--- src/rtl/memory_dumper_pkg.sv ---
// Shared system package: dumper FSM state encoding and program RAM geometry
// (also used by the program loader and the RAM itself).
package memory_dumper_pkg;

    localparam int RAM_ADDR_WIDTH = 5;
    localparam int RAM_DATA_WIDTH = 16;

    localparam logic [2:0] ST_IDLE    = 3'd0;
    localparam logic [2:0] ST_FETCH   = 3'd1;
    localparam logic [2:0] ST_CAPTURE = 3'd2;
    localparam logic [2:0] ST_SEND    = 3'd3;
    localparam logic [2:0] ST_DONE    = 3'd4;

    function automatic logic state_is_busy(input logic [2:0] state);
        return (state == ST_FETCH) || (state == ST_CAPTURE) || (state == ST_SEND);
    endfunction

endpackage

--- src/rtl/memory_dumper.sv ---
// Post-halt RAM read-back: streams START_ADDR..END_ADDR over valid/ready with
// address, last flag and a modulo checksum of the accepted words.
module memory_dumper
    import memory_dumper_pkg::*;
#(
    parameter int ADDR_WIDTH = RAM_ADDR_WIDTH,
    parameter int DATA_WIDTH = RAM_DATA_WIDTH,
    parameter int START_ADDR = 0,
    parameter int END_ADDR   = 31
) (
    input  logic                  clock,
    input  logic                  reset,
    input  logic                  start_dump,
    output logic [ADDR_WIDTH-1:0] mem_addr,
    input  logic [DATA_WIDTH-1:0] mem_read_data,
    output logic                  out_valid,
    input  logic                  out_ready,
    output logic [DATA_WIDTH-1:0] out_data,
    output logic [ADDR_WIDTH-1:0] out_addr,
    output logic                  out_last,
    output logic                  busy,
    output logic                  dump_complete,
    output logic [DATA_WIDTH-1:0] checksum
);

    if (END_ADDR < START_ADDR) begin : g_bad_range
        $error("memory_dumper: END_ADDR must be >= START_ADDR");
    end

    localparam logic [ADDR_WIDTH-1:0] START_A = ADDR_WIDTH'(START_ADDR);
    localparam logic [ADDR_WIDTH-1:0] END_A   = ADDR_WIDTH'(END_ADDR);

    logic [2:0]            state_r;
    logic [2:0]            state_next_s;
    logic [ADDR_WIDTH-1:0] mem_addr_r;
    logic                  out_valid_r;
    logic [DATA_WIDTH-1:0] out_data_r;
    logic [ADDR_WIDTH-1:0] out_addr_r;
    logic                  out_last_r;
    logic                  busy_r;
    logic                  dump_complete_r;
    logic [DATA_WIDTH-1:0] checksum_r;
    logic                  handshake_s;

    assign handshake_s = out_valid_r && out_ready;

    // Next-state decode; start_dump only matters when no dump is in flight.
    always_comb begin
        state_next_s = state_r;
        case (state_r)
            ST_IDLE, ST_DONE: begin
                if (start_dump) state_next_s = ST_FETCH;
                else            state_next_s = state_r;
            end
            ST_FETCH:   state_next_s = ST_CAPTURE;
            ST_CAPTURE: state_next_s = ST_SEND;
            ST_SEND: begin
                if (handshake_s) state_next_s = out_last_r ? ST_DONE : ST_FETCH;
                else             state_next_s = ST_SEND;
            end
            default:    state_next_s = ST_IDLE;
        endcase
    end

    // State, address walk, output capture and checksum accumulation.
    always_ff @(posedge clock) begin
        if (reset) begin
            state_r         <= ST_IDLE;
            mem_addr_r      <= START_A;
            out_valid_r     <= 1'b0;
            out_data_r      <= {DATA_WIDTH{1'b0}};
            out_addr_r      <= {ADDR_WIDTH{1'b0}};
            out_last_r      <= 1'b0;
            busy_r          <= 1'b0;
            dump_complete_r <= 1'b0;
            checksum_r      <= {DATA_WIDTH{1'b0}};
        end else begin
            state_r         <= state_next_s;
            busy_r          <= state_is_busy(state_next_s);
            dump_complete_r <= (state_next_s == ST_DONE);
            case (state_r)
                ST_IDLE, ST_DONE: begin
                    if (start_dump) begin
                        mem_addr_r <= START_A;
                        checksum_r <= {DATA_WIDTH{1'b0}};
                    end
                end
                ST_FETCH: begin
                    mem_addr_r <= mem_addr_r;
                end
                // RAM data for mem_addr_r is valid during this cycle.
                ST_CAPTURE: begin
                    out_data_r  <= mem_read_data;
                    out_addr_r  <= mem_addr_r;
                    out_valid_r <= 1'b1;
                    out_last_r  <= (mem_addr_r == END_A);
                end
                ST_SEND: begin
                    if (handshake_s) begin
                        checksum_r  <= checksum_r + out_data_r;
                        out_valid_r <= 1'b0;
                        out_last_r  <= 1'b0;
                        if (!out_last_r) mem_addr_r <= mem_addr_r + ADDR_WIDTH'(1);
                    end
                end
                default: begin
                    out_valid_r <= 1'b0;
                    out_last_r  <= 1'b0;
                end
            endcase
        end
    end

    assign mem_addr      = mem_addr_r;
    assign out_valid     = out_valid_r;
    assign out_data      = out_data_r;
    assign out_addr      = out_addr_r;
    assign out_last      = out_last_r;
    assign busy          = busy_r;
    assign dump_complete = dump_complete_r;
    assign checksum      = checksum_r;

endmodule

--- config.mk ---
export PLATFORM = sky130hd
export DESIGN_NAME = memory_dumper
export DESIGN_NICKNAME = d
export VERILOG_FILES = /design/src/rtl/memory_dumper_pkg.sv /design/src/rtl/memory_dumper.sv
export SDC_FILE = /design/constraint.sdc
export NUM_CORES = 1
export LEC_CHECK = 0
export ABC_AREA = 1
export BUFFER_PORTS_ARGS = -buffer_cell sky130_fd_sc_hd__clkbuf_2
export CORE_MARGIN = 1
export CORE_UTILIZATION = 35
export DETAILED_ROUTE_END_ITERATION = 12
export HOLD_SLACK_MARGIN = 0.03
export PLACE_DENSITY = 0.54
export SLEW_MARGIN = 40
export SYNTH_ARGS = -nofsm -noshare
export SYNTH_HDL_FRONTEND = slang
export SYNTH_SLANG_ARGS = --single-unit
--- constraint.sdc ---
create_clock -name clock -period 2.8 [get_ports clock]
set_input_delay 0.56 -clock clock [delete_from_list [all_inputs] [get_ports clock]]
set_output_delay 0.56 -clock clock [all_outputs]
set_load 0.01 [all_outputs]
==> results.md <==
- Run status: finished, final reports clean
- Critical Path Sink Type: flip-flop
- Internal: 0.001087 W
- Vias in the first global route: 2445
- Slowest cell on crit path: fa_1
- Mapped Avg Cell Area: roughly 6.6 um2
- RSZ-0062 raised after global routing: no
- Period minus WS final: 1.934 ns
- P_leak: 1.685 nW
- Routability congestion estimate: 0.7983
- Final Cycle Share: 69.06%
- Initial DRC Count: 68
- Syn Nets: 446
- Rows: 31
- Global Route Usage Sum: 17.64%
- Critical Path Start Type: flip-flop
- Hold Buf Count CTS: 0
- Normalized max-slew margin: 56.63%
- Setup WS pre-CTS: 0.8797 ns
- #FFs+latches synth: 49
- Synth Instances: 408
- Synthesis Warnings: 0
- Drt total wl: 6885 um
- Top_reg_cell synth: dfxtp_1
- Mapped cell area: 2700 um2
- Worst path max stage delay: 0.40 ns
- Die area: 8069 um2
- Vias: 2606
- CP delay by family, top: adder cells
- Die height: around 90 um
- Die span in x: 89.83 um
- Worst-Margin Slew: about 0.65 ns
- Switching Share: 32.26%
- Max FO, Critical Path: 3
- Routed WL per cell: 12.04 um
- Nets: 510
- CP Class: flip-flop to flip-flop
- Logic pwr share: 22.3%
- Sequential-to-total area share from yosys stat: a little over a third
- H-tree depth: 2
- Clk Latency, worst-skew pair: ~0.3 ns
- Post-DP HPWL: 5211 um
- Worst-case clock skew: 0.005511 ns
- Share of post-route cells with drive strength above 1: a little under a fifth
- Setup ws final: around 0.87 ns
- N_diodes: 0
- Post-synth EDFFs: 0
- Worst r2r dst: checksum[8]
- Clock share of power: ~28%
- Initial Util: 36.64%
- Max clock buf depth: 2
- TNS Setup: 0 ns
- Post-synth cell types: 28
- Critical R2R Launch: out_data[0]
- Bufs and invs on worst path: 2
- Worst hold start: mem_read_data[2]
- Hold depth: 3
- Syn-to-layout area delta: 18.95%
- Final ANT Viol Nets: 0
- IO Pins: 66
- Reg2reg setup slack: 0.87 ns
- Clk root buf: clkbuf_8
- Worst hold slack: 0.4762 ns
- # clock sinks: 49
- Cts bufs inserted: 5
- Setup violators final: 0
- Largest net degree at the start of global routing: 27
- Max Fclk: 517.1 MHz
- P_sw: 0.0005175 W
- Final hold vios: 0
- Slew Limit Fails: 0
- Drt drc: 0
- R2R depth: 10
- Final Power: between 0.0015 and 0.002 W
- Commonest non-fill, non-tap cell in the layout: nand2_1
- Ys async rst share: 0%
- Worst path most repeated cell: nand3_1
- Postcts setup bufs: 0
- Core area: around 7400 um2
- Fill count: 844
- Sequential power share: around 50%
- Initial antenna violation count: 0
- Max-cap violations: 0
- Global-route wire length before repair: 11650 um
- Worst EP required: 2.98 ns
- CTS tree: done
- DR vias/cell: 4.556
- Tightest Hold Check Type: input pin to flip-flop
- Commonest non-fill, non-tap cells in the layout: 108 x nand2_1, 65 x clkbuf_2, 54 x inv_1
- Hold EP: out_data[2]
- Max VDD drop: 0.2526 mV
- Worst path arrival time: 2.12 ns
- Crit path cell chain: ha_1 > inv_1 > fa_1 > inv_1 > nand3_1 > nand3_1 > a21oi_1 > or2_2 > nand3_1 > a21oi_1
- # resized after CTS: 0
- Worst-path clk slew: 0.09 ns
- PortBufs: 65
- Drt first pass iters: 4
- Gr ovfl total: 0
- Pwr Density: 499.5 nW/um2
## state kept, by name (all words and copies together), names as in the netlist
name	count
busy	1
out_valid	1
mem_addr	5
out_addr	5
state_r	3
dump_complete	1
out_last	1
checksum	16
out_data	16
## synthesized netlist by cell type, drive strengths merged (3+ instances only)
master | count | area [um2]
nand2 | 110 | 417.9
inv | 57 | 214.0
nor2 | 51 | 198.9
dfxtp | 49 | 980.9
a21oi | 34 | 170.2
nand3 | 28 | 140.1
o21ai | 25 | 128.9
ha | 17 | 212.7
buf | 7 | 41.29
nor3 | 7 | 35.03
clkbuf | 4 | 15.01
or2 | 4 | 25.02
a31oi | 3 | 18.77
xor2 | 3 | 26.28
## how the worst max path moves through the flow
| stage | from | endpoint | slack [ns] | depth (start not counted) |
|---|---|---|---|---|
| 2_1_floorplan | checksum[0] | checksum[8] | 0.98 | 10 |
| 3_3_place_gp | out_data[0] | checksum[8] | 0.92 | 10 |
| 3_5_place_dp | out_data[0] | checksum[8] | 0.88 | 10 |
| 4_1_cts | out_data[0] | checksum[8] | 0.86 | 10 |
| 5_1_grt | out_data[0] | checksum[8] | 0.66 | 10 |
| 6_report | out_data[0] | checksum[8] | 0.87 | 10 |
## logic make-up (layout without fill, tap and decap cells)
kind of cell    after synthesis  count (layout)  synth area share [%]
simple gates                204             204                 31.28
compound gates               63              63                 12.00
fa+ha+maj                    18              18                 8.619
xor+xnor                      5               5                 1.622
buf+inv                      69             134                 10.15
flops                        49              49                 36.33
## cell type report
type                    count  area (um2)  share of cell area, %
multi-input cells         290        1445                  44.99
clock inverters             2       13.76                 0.4285
flip-flops and latches     49       980.9                  30.54
clock buffers               6       82.58                  2.571
repair buffers             68       347.8                  10.83
well taps                  99       123.9                  3.857
inverters                  58       217.7                  6.778
## through the flow
step,cell area (um2),util (%),instances
2_1_floorplan,2700,-,408
3_3_place_gp,3115,42.28,564
3_5_place_dp,3115,42.28,564
4_1_cts,3212,43.58,572
5_1_grt,3212,43.58,572
6_report,3212,43.58,572
## worst reg2reg max path, cell delays in order, from the launching register on
cell,delay (ns)
dfxtp_1,0.37
ha_1,0.17
inv_1,0.05
fa_1,0.40
inv_1,0.09
nand3_1,0.07
nand3_1,0.15
a21oi_1,0.10
or2_2,0.28
nand3_1,0.07
a21oi_1,0.08
## power by group through the flow
stage / logic, W / registers, W / clock network [W]
3_5_place_dp: 0.000362 / 0.000818 / 0
6_report: 0.000358 / 0.000801 / 0.000445
4_1_cts: 0.000364 / 0.000803 / 0.000466
3_3_place_gp: 0.000361 / 0.000817 / 0
2_1_floorplan: 0.000215 / 0.000832 / 0
5_1_grt: 0.000405 / 0.000811 / 0.000492
## routing by layer
metal  part of all wire [%]  up-vias  wire, um  global-route usage, %
li1                       -     1423         -                      -
met3                    3.2        5       221                  2.876
met1                     50     1137      3460                  23.18
met5                      0        -         0                      0
met4                   0.77        0        53                  4.372
met2                     46       41      3149                  30.00
Note: power is estimated with default switching activity, not from simulation.
